<file path="src/rtl/nn_pkg.sv">
// ---------------------------------------------------------------------------
// nn_pkg
// Shared types and width helpers for the neuron layer blocks.
//   sched_state_t : scheduler FSM states
//   act_w / wgt_w : packed widths of one activation / one weight element
// ---------------------------------------------------------------------------
package nn_pkg;

   typedef enum logic [2:0] {
      IDLE    = 3'd0,
      FETCH   = 3'd1,
      COMPUTE = 3'd2,
      CAPTURE = 3'd3,
      EMIT    = 3'd4
   } sched_state_t;

   // Default fixed-point formats (activation Q12.20, weight Q6.10)
   localparam int QM_DEF = 12;
   localparam int QN_DEF = 20;
   localparam int WM_DEF = 6;
   localparam int WN_DEF = 10;
   localparam int ACT_W  = QM_DEF + QN_DEF;
   localparam int WGT_W  = WM_DEF + WN_DEF;

   function automatic int act_w(input int qm, input int qn);
      return qm + qn;
   endfunction

   function automatic int wgt_w(input int wm, input int wn);
      return wm + wn;
   endfunction

endpackage

</file>
<file path="src/rtl/neuron_layer_scheduler.sv">
// ---------------------------------------------------------------------------
// neuron_layer_scheduler
// Time-multiplexes one external N-input neuron datapath across the M neurons
// of a layer. One input vector is latched, then for each neuron the weights
// and bias are read from a synchronous memory, presented to the datapath for
// one cycle, and the registered datapath result is streamed out.
//
// Ports
//   clk, rst_n    clock, asynchronous active-low reset
//   clr           synchronous abort back to IDLE
//   in_valid/in_ready/in_vec        input vector handshake (accepted in IDLE)
//   mem_en/mem_addr/mem_w/mem_b     weight memory, read data 1 cycle later
//   dp_in/dp_weights/dp_bias/dp_out external datapath connection
//   out_valid/out_ready/out_data/out_idx/out_last  result stream
//
// Per neuron: FETCH -> COMPUTE -> CAPTURE -> EMIT, 4 cycles with out_ready
// high. Results are passed through bit-exact; no arithmetic happens here.
// ---------------------------------------------------------------------------
module neuron_layer_scheduler
   import nn_pkg::*;
#(
   parameter int N  = 2,
   parameter int M  = 4,
   parameter int QM = 12,
   parameter int QN = 20,
   parameter int WM = 6,
   parameter int WN = 10
) (
   input  logic                          clk,
   input  logic                          rst_n,
   input  logic                          clr,
   input  logic                          in_valid,
   output logic                          in_ready,
   input  logic [N*act_w(QM,QN)-1:0]     in_vec,
   output logic                          mem_en,
   output logic [((M>1)?$clog2(M):1)-1:0] mem_addr,
   input  logic [N*wgt_w(WM,WN)-1:0]     mem_w,
   input  logic [act_w(QM,QN)-1:0]       mem_b,
   output logic [N*act_w(QM,QN)-1:0]     dp_in,
   output logic [N*wgt_w(WM,WN)-1:0]     dp_weights,
   output logic [act_w(QM,QN)-1:0]       dp_bias,
   input  logic [act_w(QM,QN)-1:0]       dp_out,
   output logic                          out_valid,
   input  logic                          out_ready,
   output logic [act_w(QM,QN)-1:0]       out_data,
   output logic [((M>1)?$clog2(M):1)-1:0] out_idx,
   output logic                          out_last
);

   localparam int AW  = (M > 1) ? $clog2(M) : 1;
   localparam int AWD = act_w(QM, QN);
   localparam int WWD = wgt_w(WM, WN);
   localparam logic [AW-1:0] LAST_IDX = AW'(M - 1);

   sched_state_t         state_reg, state_next;
   logic [AW-1:0]        idx_reg, idx_next;
   logic [N*AWD-1:0]     in_reg, in_next;
   logic [AWD-1:0]       out_data_reg, out_data_next;
   logic [AW-1:0]        out_idx_reg, out_idx_next;
   logic                 out_last_reg, out_last_next;
   logic                 in_ready_reg, in_ready_next;
   logic                 mem_en_reg, mem_en_next;
   logic                 out_valid_reg, out_valid_next;

   always_comb begin
      state_next    = state_reg;
      idx_next      = idx_reg;
      in_next       = in_reg;
      out_data_next = out_data_reg;
      out_idx_next  = out_idx_reg;
      out_last_next = out_last_reg;

      unique case (state_reg)
         IDLE: begin
            // in_ready is high exactly in IDLE, so in_valid alone is the handshake
            if (in_valid) begin
               in_next    = in_vec;
               idx_next   = '0;
               state_next = FETCH;
            end
         end
         FETCH: begin
            state_next = COMPUTE;
         end
         COMPUTE: begin
            state_next = CAPTURE;
         end
         CAPTURE: begin
            out_data_next = dp_out;
            out_idx_next  = idx_reg;
            out_last_next = (idx_reg == LAST_IDX);
            state_next    = EMIT;
         end
         EMIT: begin
            if (out_ready) begin
               if (idx_reg == LAST_IDX) begin
                  state_next = IDLE;
               end else begin
                  idx_next   = idx_reg + AW'(1);
                  state_next = FETCH;
               end
            end
         end
         default: begin
            state_next = IDLE;
         end
      endcase

      // Abort wins over everything, including a same-cycle EMIT handshake
      if (clr) begin
         state_next    = IDLE;
         idx_next      = '0;
         out_last_next = 1'b0;
      end

      // Handshake strobes are registered: they decode the next state
      in_ready_next  = (state_next == IDLE);
      mem_en_next    = (state_next == FETCH);
      out_valid_next = (state_next == EMIT);
   end

   always_ff @(posedge clk or negedge rst_n) begin
      if (!rst_n) begin
         state_reg     <= IDLE;
         idx_reg       <= '0;
         in_reg        <= '0;
         out_data_reg  <= '0;
         out_idx_reg   <= '0;
         out_last_reg  <= 1'b0;
         in_ready_reg  <= 1'b1;
         mem_en_reg    <= 1'b0;
         out_valid_reg <= 1'b0;
      end else begin
         state_reg     <= state_next;
         idx_reg       <= idx_next;
         in_reg        <= in_next;
         out_data_reg  <= out_data_next;
         out_idx_reg   <= out_idx_next;
         out_last_reg  <= out_last_next;
         in_ready_reg  <= in_ready_next;
         mem_en_reg    <= mem_en_next;
         out_valid_reg <= out_valid_next;
      end
   end

   assign in_ready   = in_ready_reg;
   assign mem_en     = mem_en_reg;
   assign mem_addr   = idx_reg;
   assign dp_in      = in_reg;
   // Memory read data is only meaningful in the cycle after FETCH
   assign dp_weights = (state_reg == COMPUTE) ? mem_w : {(N*WWD){1'b0}};
   assign dp_bias    = (state_reg == COMPUTE) ? mem_b : {AWD{1'b0}};
   assign out_valid  = out_valid_reg;
   assign out_data   = out_data_reg;
   assign out_idx    = out_idx_reg;
   assign out_last   = out_last_reg;

endmodule
</file>
<file path="config.mk">
export PLATFORM = sky130hd
export DESIGN_NAME = neuron_layer_scheduler
export DESIGN_NICKNAME = d
export VERILOG_FILES = /design/src/rtl/nn_pkg.sv /design/src/rtl/neuron_layer_scheduler.sv
export SDC_FILE = /design/constraint.sdc
export NUM_CORES = 1
export LEC_CHECK = 0
export BUFFER_PORTS_ARGS = -buffer_cell sky130_fd_sc_hd__buf_2
export CORE_ASPECT_RATIO = 0.8
export CORE_MARGIN = 8
export CORE_UTILIZATION = 37
export DETAILED_ROUTE_END_ITERATION = 10
export MAX_ROUTING_LAYER = met4
export PLACE_DENSITY = 0.77
export SLEW_MARGIN = 0
export SYNTH_ARGS = -nofsm -noshare
export SYNTH_HDL_FRONTEND = slang
export SYNTH_SLANG_ARGS = --single-unit
</file>
<file path="constraint.sdc">
create_clock -name clk -period 1.47 [get_ports clk]
set_input_delay 0.0735 -clock clk [delete_from_list [all_inputs] [get_ports clk]]
set_output_delay 0.0735 -clock clk [all_outputs]
set_load 0.02 [all_outputs]
</file>
==> results of run 1 <==
==> area by class of cell <==
type,instances,area (sq um)
Antenna cell,5,12.5
Clock buffer,11,233
Clock inverter,5,60.1
Fill cell,778,3190
Inverter,2,7.51
Multi-Input combinational cell,192,2070
Sequential cell,107,2680
Tap cell,152,190
Timing Repair Buffer,467,3630
==> power by group through the flow <==
stage	combinational, mW	sequential, mW	clock (mW)
3_3_place_gp	4.07	4.29	0
5_1_grt	5.60	4.47	2.60
2_1_floorplan	1.32	5.46	0
3_5_place_dp	4.17	4.35	0
6_report	5.34	4.38	2.42
4_1_cts	5.32	4.32	2.48
==> metal layers <==
metal	GRT usage [%]	up-vias	wire, um
met1	24.9	2224	7550
met3	9.63	29	1760
met2	48.0	195	12100
met5	-	-	0
li1	-	2006	-
met4	11.5	0	503
==> worst min-delay path by stage <==
| stage | start | endpoint | slack [ps] | depth (start not counted) |
|---|---|---|---|---|
| after detailed placement | rst_n | dp_in[46] | 100 | 2 |
| after CTS | clr | state_reg[0] | 2 | 2 |
| after global placement | rst_n | dp_in[43] | 90 | 2 |
| after floorplan | rst_n | dp_in[0] | -220 | 0 |
| final | clr | state_reg[2] | 30 | 2 |
| after global routing | clr | state_reg[0] | 40 | 2 |
==> logic make-up (layout without fill, tap and decap cells) <==
group	count (synthesis)	in the layout	synth area share, %
AOI/OAI and AO/OA	8	8	1.19
xor gates and xnor gates	1	1	0.194
adders and majority gates	1	1	0.276
buffers and inverters	22	485	3.07
DFF	107	107	59.2
muxes	98	98	24.4
other	0	5	0
and+or+nand+nor	84	84	11.7
==> stage by stage <==
step	utilization (%)	cell area, sq um
5_1_grt	73.6	8880
3_3_place_gp	53.3	6430
3_5_place_dp	53.3	6430
6_report	73.6	8890
2_1_floorplan	-	4540
4_1_cts	73.1	8820
==> critical path: cells and delay by family, from the launching register on <==
kind          cells  cell delay (ps)
buf+inv           4              600
flops             1              390
simple gates      2              390
==> synthesized netlist by cell type, types with 2 or more instances <==
master | n | area, sq um
nand3b_1 | 3 | 22.5
nand2_1 | 2 | 7.51
mux2_1 | 5 | 56.3
nand2b_1 | 2 | 12.5
clkbuf_1 | 7 | 26.3
and2_1 | 64 | 400
nor2_1 | 3 | 11.3
buf_2 | 6 | 30.0
nor3_1 | 3 | 15.0
mux2_2 | 92 | 1040
a21oi_1 | 2 | 10.0
inv_1 | 2 | 7.51
dfrtp_1 | 106 | 2650
buf_6 | 6 | 67.6
==> timing repair <==
item | CTS | global route
setup buffers | 12 | 5
cloned | 10 | 6
hold buffers | 97 | 0
hold endpoints to repair | 203 | 0
pin swaps | 13 | 1
endpoints found under the setup margin | 126 | 165
resized for setup | 224 | 38
==> results.md, run 1 <==
* Status: finished, violations left
* Violated checks: negative setup slack
* Number of buffer cells added on primary ports at 332
* Maximum vdd drop at 664 uV
* Worst Path Required at between 1000 and 1500 ps
* Die width at 140 um
* Die Footprint at 16100 sq um
* Worst-case hold slack at 26.3 ps
* Total power divided by cell area at 1370 nW/um^2
* Most common library cell in the layout ignoring fill and taps: buf_2
* Average wire length per cell after detail routing at 23.3 um
* Switching pwr at 4.36 mW
* Maximum clock frequency at 0.554 GHz
* Most frequent cell on the critical path: buf_6
* Endpoint of the lowest-slack register-to-register path: dp_in[9]
* Mapped Nets at 487
* Antenna violation net count after detailed routing at 0
* Detailed-route vias per instance at 4.73
* Main flop type after synthesis: dfrtp_1
* Number of design rule violations left after detail routing at 0
* Total gr overflow at 0
* Fraction of synthesis flops using an asynchronous set or reset pin at 100%
* Global-route wire length before repair at roughly 31000 um
* Initial antenna violation count at 4
* Initial Util at a little under two fifths
* Setup CP Type: reg2out
* Via count at roughly 4500
* Power share of the clock group at 20.0%
* Crit-path slowest cell: dfrtp_1
* Number of max-slew violations in the final report at 0
* H-Tree Depth at 3
* Number of nets at the end of the flow at 945
* Clock buffers created by TritonCTS at 9
* Synth cell types at 32
* Post-synthesis to final-layout area growth at 96.3%
* Routability congestion estimate from global placement at 0.983
* Setup repair after global routing missed its margin: true
* Transition at the pin with the smallest max-transition slack at 288 ps
* Type of element launching the critical path: flop
* Static leakage at 4.53 nW
* Number of flip-flops under the largest register name at 64
* Cell Int Power at 7.78 mW
* Cell count after placement at about 800
* Worst reg-to-reg setup slack at -270 ps
* Synth Instances at ~320
* Switching power as a share of total power at 35.9%
* Drt first pass iters at 6
* Core area at 12100 sq um
* Area of the mapped netlist at 4530 sq um
* Share of post-route cells with drive strength above 1 at 67.3%
* Worst path setup slack after routing at -336 ps
* Min Tclk post-route at 1810 ps
* Worst setup path startpoint: state_reg[2]
* Share of power burned in combinational logic at 44.0%
* Post-layout instance count excluding filler cells at 941
* Warnings, synthesis at 0
* Worst endpoint data arrival time at ~1700 ps
* Final-layout setup total negative slack at -32550 ps
* Post-detailed-routing wire length at 21900 um
* Overall power at 12.1 mW
* Boundary pin count at between 300 and 400
* Number of sinks on the clock net at 107
* Number of enable-type register cells in the synthesized netlist at 0
* Largest net degree at the start of global routing at 58
* Number of standard-cell rows in the floorplan at 36
* MaxCap Viol Count at 0
* Crit Path Max Fanout at 12
* Worst-case setup slack after placement at -103 ps
* 1st-iter DRT viols at between 200 and 250
* Slowest stage delay, CP at 390 ps
* Latest clock arrival within the worst-skew pair at about 350 ps
* Vias in the first global route at 5099
* Die extent in y at 115 um
* Flip-flop and latch count after synthesis at 107
* Number of cell instances on the worst register-to-register path at 7
* Crit end category: output pin
* Worst min-delay path category: in2reg
* Launch point of the worst reg-to-reg path: state_reg[2]
* Sequential-to-total area share from yosys stat at around 59%
* CTS Root Buffer Type: clkbuf_16
* Average cell area after synthesis at 14.1 sq um
* Number of failing setup endpoints in the final timing report at 160
* Max clock buf depth at 2
* Cell chain of the critical path: buf_6 > nor3b_4 > buf_12 > clkbuf_16 > and2_1 > buf_6
* Hold Vio Cnt, Final at 0
* Leading cell types in the layout, fill and taps excluded: 267 x buf_2, 103 x dfrtp_1, 97 x dlygate4sd3_1
* Worst setup path endpoint: dp_weights[8]
* Clock tree from TritonCTS: built
* Post-route clock period utilization at 123%
* GRT Total Usage at 26.3%
* Clock transition at the registers of the reported paths at roughly 60 ps
* Sequential cell fraction of total power at 36.1%
* Half-perimeter wire length after detailed placement at 13700 um
* Worst clock skew on the final layout at around 10 ps
* Max_slew headroom at 80.7%
No activity file was read; power rests on OpenSTA's default activity.
==> run 2: changes to the inputs <==
--- a/config.mk
+++ b/config.mk
@@ -6,12 +6,12 @@
 export NUM_CORES = 1
 export LEC_CHECK = 0
 export BUFFER_PORTS_ARGS = -buffer_cell sky130_fd_sc_hd__buf_2
-export CORE_ASPECT_RATIO = 0.8
-export CORE_MARGIN = 8
-export CORE_UTILIZATION = 37
+export CORE_AREA = 8 8 124 126
 export DETAILED_ROUTE_END_ITERATION = 10
+export DIE_AREA = 0 0 132 134
+export GPL_ROUTABILITY_DRIVEN = 0
 export MAX_ROUTING_LAYER = met4
-export PLACE_DENSITY = 0.77
+export PLACE_DENSITY = 0.69
 export SLEW_MARGIN = 0
 export SYNTH_ARGS = -nofsm -noshare
 export SYNTH_HDL_FRONTEND = slang
==> constraint.sdc (replaced) <==
create_clock -name clk -period 1.7 [get_ports clk]
set_input_delay 0.085 -clock clk [delete_from_list [all_inputs] [get_ports clk]]
set_output_delay 0.085 -clock clk [all_outputs]
set_load 0.02 [all_outputs]
==> results.md, run 2 (synthesized netlist as in run 1, its figures left out) <==
* Slowest stage delay, CP at 390 ps
* Vias in the first global route at 5015
* Worst min-delay path category: in2reg
* Clock transition at the registers of the reported paths at about 70 ps
* Cell count after placement at 830
* Buffers and inverters on the worst path at 5
* 1st-iter DRT viols at 181
* Worst-case setup slack after placement at 136 ps
* Crit-path slowest cell: dfrtp_1
* Share of post-route cells with drive strength above 1 at 65.4%
* Hold Vio Cnt, Final at 0
* Via count at between 4000 and 5000
* Post-detailed-routing wire length at 19000 um
* Total gr overflow at 0
* Max clock buf depth at 2
* Crit end category: output pin
* Number of failing setup endpoints in the final timing report at 64
* Antenna violation net count after detailed routing at 0
* Status: finished, violations left
* Global-route wire length before repair at 28300 um
* Number of design rule violations left after detail routing at 0
* GRT Total Usage at 21.2%
* Clock tree from TritonCTS: built
* Initial antenna violation count at 9
* Die extent in y at approximately 130 um
* Core area at 13500 sq um
* Total power divided by cell area at between 1000 and 1500 nW/um^2
* Min Tclk post-route at 1800 ps
* GR Util met3 at under 10%
* Setup CP Type: reg2out
* Most common library cell in the layout ignoring fill and taps: buf_2
* Maximum clock frequency at 0.555 GHz
* H-Tree Depth at 3
* Die Footprint at 17700 sq um
* Initial Util at between 30% and 40%
* Half-perimeter wire length after detailed placement at 13000 um
* Dominant delay contributor by cell family on the critical path: buffers and inverters
* Transition at the pin with the smallest max-transition slack at 465 ps
* Number of nets at the end of the flow at 936
* Cell chain of the critical path: buf_6 > nor3b_4 > buf_6 > buf_6 > buf_16 > and2_4 > buf_6
* Average wire length per cell after detail routing at just under 20 um
* CTS Root Buffer Type: clkbuf_16
* Detailed-route vias per instance at 4.53
* Static leakage at around 4.2 nW
* Met1 global-route usage at 19.6%
* Latest clock arrival within the worst-skew pair at between 300 and 400 ps
* Area of the multi-input gates at approximately 1800 sq um
* Most used routing layer: met2
* Setup repair after global routing missed its margin: true
* Number of standard-cell rows in the floorplan at 43
* Max_slew headroom at about two thirds
* Post-layout instance count excluding filler cells at ~960
* Die width at ~130 um
* Worst path setup slack after routing at -103 ps
* Post-synthesis to final-layout area growth at 87.9%
* Drt first pass iters at 4
* Violated checks: negative setup slack
* Number of buffer cells added on primary ports at 332
* MaxCap Viol Count at 0
* Worst endpoint data arrival time at ~1700 ps
* Largest net degree at the start of global routing at between 60 and 70
* Most frequent cell on the critical path: buf_6
* Number of max-slew violations in the final report at 0
* Maximum vdd drop at 644 uV
* Post-route clock period utilization at 106%
* Number of flip-flops under the largest register name at 64
* Clock buffers created by TritonCTS at 9
* Number of sinks on the clock net at 107
* Boundary pin count at 333
* GRT met2 Usage at 39.5%
* Worst Path Required at ~1600 ps
* Worst clock skew on the final layout at around 6.7 ps
* Crit Path Max Fanout at 8
* Filler cell count in the final layout at 1002
* Leading cell types in the layout, fill and taps excluded: 267 x buf_2, 105 x dfrtp_1, 97 x dlygate4sd3_1
* Sequential cell area at between 2000 and 3000 sq um
* Worst-case hold slack at 32.3 ps
* Type of element launching the critical path: flop
[run 2: worst register-to-register path: cells and delay by family, from the launching register on]
family / cells / cell delay (ps)
compound gates: 1 / 490
simple gates: 1 / 350
flops: 1 / 400
fa+ha+maj: 1 / 230
[run 2: area by class of cell]
type / count / share of cell area (%)
antenna: 7 / 0.206
clock buffer: 10 / 2.81
sequential: 107 / 31.5
timing repair buffer: 458 / 40.5
multi-input combinational: 192 / 21.2
tap: 180 / 2.65
clock inverter: 6 / 1.10
inverter: 2 / 0.0883
[run 2: worst paths after layout]
check / startpoint / to / slack (ps) / cells past startpoint
setup / recovery: state_reg[2] / dp_bias[1] / -100 / 7
hold / removal: clr / state_reg[2] / 30 / 2
setup reg to reg: mem_addr[1] / state_reg[0] / 80 / 3
hold reg to reg: out_idx[1] / out_idx[1] / 480 / 2
max in group asynchronous: rst_n / dp_in[48] / 790 / 3
min in group asynchronous: rst_n / dp_in[5] / 230 / 2
[run 2: what timing repair did]
action,CTS,global route
hold buffers,96,1
cloned,4,1
pin swaps,34,1
setup buffers,7,1
endpoints found under the hold margin,126,1
gates resized for setup,170,1
setup endpoints to repair,64,64
[run 2: where the power goes]
group | internal [mW] | switching (mW) | leakage (nW) | total, mW
registers | 3.33 | 0.406 | 1.27 | 3.74
clock network | 1.34 | 0.935 | 0.160 | 2.28
logic | 1.92 | 2.23 | 2.77 | 4.14
[run 2: layer usage]
metal,wire length (um),share of wire [%]
met2,10500,55
met1,6450,34
met3,1310,6.9
met4,743,3.9
met5,0,0
[run 2: through the flow]
stage | utilization (%) | area, sq um | power (mW) | setup TNS (ps)
2_1_floorplan | - | 4530 | 5.86 | 0
5_1_grt | 63.0 | 8500 | 10.7 | -9280
3_5_place_dp | 48.1 | 6490 | 7.39 | 0
6_report | 63.0 | 8500 | 10.2 | -4420
3_3_place_gp | 48.1 | 6490 | 7.27 | 0
4_1_cts | 62.5 | 8440 | 10.2 | -4000
==> run 3: changes to the inputs <==
==> constraint.sdc (replaced) <==
create_clock -name clk -period 1.9 [get_ports clk]
set_input_delay 0.095 -clock clk [delete_from_list [all_inputs] [get_ports clk]]
set_output_delay 0.095 -clock clk [all_outputs]
set_load 0.02 [all_outputs]
==> results.md, run 3 (synthesized netlist as in run 1, its figures left out) <==
* Static leakage at 3.95 nW
* Post-detailed-routing wire length at 17700 um
* Maximum clock frequency at 0.551 GHz
* Average wire length per cell after detail routing at 18.9 um
* Slowest stage delay, CP at between 300 and 400 ps
* CTS Root Buffer Type: clkbuf_16
* Global-route wire length before repair at approximately 26000 um
* Boundary pin count at 333
* Largest net degree at the start of global routing at 65
* Number of standard-cell rows in the floorplan at between 40 and 50
* Share of post-route cells with drive strength above 1 at 60.2%
* Number of buffer cells added on primary ports at 332
* Setup CP Type: reg2out
* Initial Util at 33.5%
* Drt first pass iters at 4
* Min Tclk post-route at 1820 ps
* Die width at 132 um
* Crit-path slowest cell: dfrtp_1
* Clock tree from TritonCTS: built
* MaxCap Viol Count at 0
* Core area at 13500 sq um
* Area of the multi-input gates at between 1500 and 2000 sq um
* Post-layout instance count excluding filler cells at 938
* Number of max-slew violations in the final report at 0
* Via count at 4239
* Most frequent cell on the critical path: buf_4
* Number of design rule violations left after detail routing at 0
* Initial antenna violation count at 5
* Antenna violation net count after detailed routing at 0
* Number of failing setup endpoints in the final timing report at 0
* Leading cell types in the layout, fill and taps excluded: 331 x buf_2, 104 x dfrtp_1, 96 x dlygate4sd3_1
* Half-perimeter wire length after detailed placement at 12900 um
* Hold Vio Cnt, Final at 0
* Dominant delay contributor by cell family on the critical path: buffers and inverters
* Cell count after placement at 821
* Filler cell count in the final layout at between 1000 and 1500
* Clock transition at the registers of the reported paths at 70 ps
* Max clock buf depth at 2
* Worst endpoint data arrival time at roughly 1700 ps
* H-Tree Depth at 3
* GRT Total Usage at 19.6%
* Detailed-route vias per instance at 4.52
* Die Footprint at 17700 sq um
* Total power divided by cell area at roughly 1100 nW/um^2
* Clock buffers created by TritonCTS at 9
* Cell chain of the critical path: buf_4 > nor3b_4 > buf_4 > clkbuf_16 > and2_1 > buf_2
* Die extent in y at 134 um
* Worst min-delay path category: in2reg
* Post-synthesis to final-layout area growth at 70.5%
* Latest clock arrival within the worst-skew pair at 340 ps
* Overall power at 8.60 mW
* Crit end category: output pin
* Total gr overflow at 0
* Most common library cell in the layout ignoring fill and taps: buf_2
* Sequential cell area at approximately 2700 sq um
* Status: completed
* Max_slew headroom at 69.2%
* Worst clock skew on the final layout at 6.82 ps
* Number of sinks on the clock net at approximately 110
* Setup repair after global routing missed its margin: false
* Worst Path Required at 1800 ps
* Vias in the first global route at 4912
* Crit Path Max Fanout at 32
* Post-route clock period utilization at 95.6%
* Worst-case hold slack at 18.4 ps
* Buffers and inverters on the worst path at 4
* Final-layout setup total negative slack at 0 ps
* Maximum vdd drop at 495 uV
* 1st-iter DRT viols at 99
* Number of nets at the end of the flow at 917
* Transition at the pin with the smallest max-transition slack at approximately 460 ps
* Type of element launching the critical path: flop
* Number of flip-flops under the largest register name at 64
[run 3: changes by cell type in the layout (fill, tap and decap cells not counted), sizes merged]
cell	before	now
clkinvlp	1	2
diode	7	2
buf	360	341
bufinv	2	1
clkbuf	11	13
inv	4	3
dlygate4sd3	97	96
[run 3: repair_timing]
action / CTS / global route
setup endpoints to repair: 0 / 34
hold endpoints to repair: 127 / 0
hold buffers: 96 / 0
gates resized for setup: 0 / 2
buffers inserted: 0 / 1
[run 3: worst register-to-register path, stage by stage, from the launching register on]
cell	delay [ps]
dfrtp_1	430
ha_1	270
or3b_1	370
a2111oi_0	440
[run 3: final timing paths]
kind / startpoint / endpoint / slack, ps / cells after the start
max in group asynchronous: rst_n / out_data[23] / 1010 / 3
hold reg to reg: dp_in[9] / dp_in[9] / 490 / 1
min in group asynchronous: rst_n / dp_in[8] / 240 / 2
hold / removal: in_vec[22] / dp_in[22] / 20 / 2
setup reg to reg: mem_addr[0] / state_reg[0] / 250 / 3
setup / recovery: state_reg[2] / dp_weights[24] / 80 / 6
[run 3: area by class of cell]
type	instances	area share [%]
Clock buffer	11	3.14
Timing Repair Buffer	439	36.0
Multi-Input combinational cell	192	22.2
Inverter	2	0.0973
Tap cell	180	2.92
Sequential cell	107	34.7
Antenna cell	2	0.0648
Clock inverter	5	0.794
[run 3: power breakdown]
part	total [mW]	switching [mW]	internal, mW
combinational	3.35	1.90	1.45
sequential	3.36	0.375	2.98
clock	1.89	0.824	1.07
[run 3: metrics by stage]
stage                     util (%)  area, sq um  setup slack, ps
final                         57.2         7720             84.2
after global routing          57.2         7720             39.0
after CTS                     56.7         7650             26.1
after detailed placement      47.3         6390              255
after global placement        47.3         6390              323
after floorplan                  -         4530              319
[run 3: routing by layer]
| layer | global-route usage (%) | routed length, um | vias to the layer above |
|---|---|---|---|
| met5 | - | 0 | - |
| met4 | 8.87 | 420 | 0 |
| met3 | 4.38 | 1060 | 32 |
| met2 | 37.8 | 10200 | 218 |
| met1 | 17.9 | 6030 | 2036 |
| li1 | - | - | 1953 |
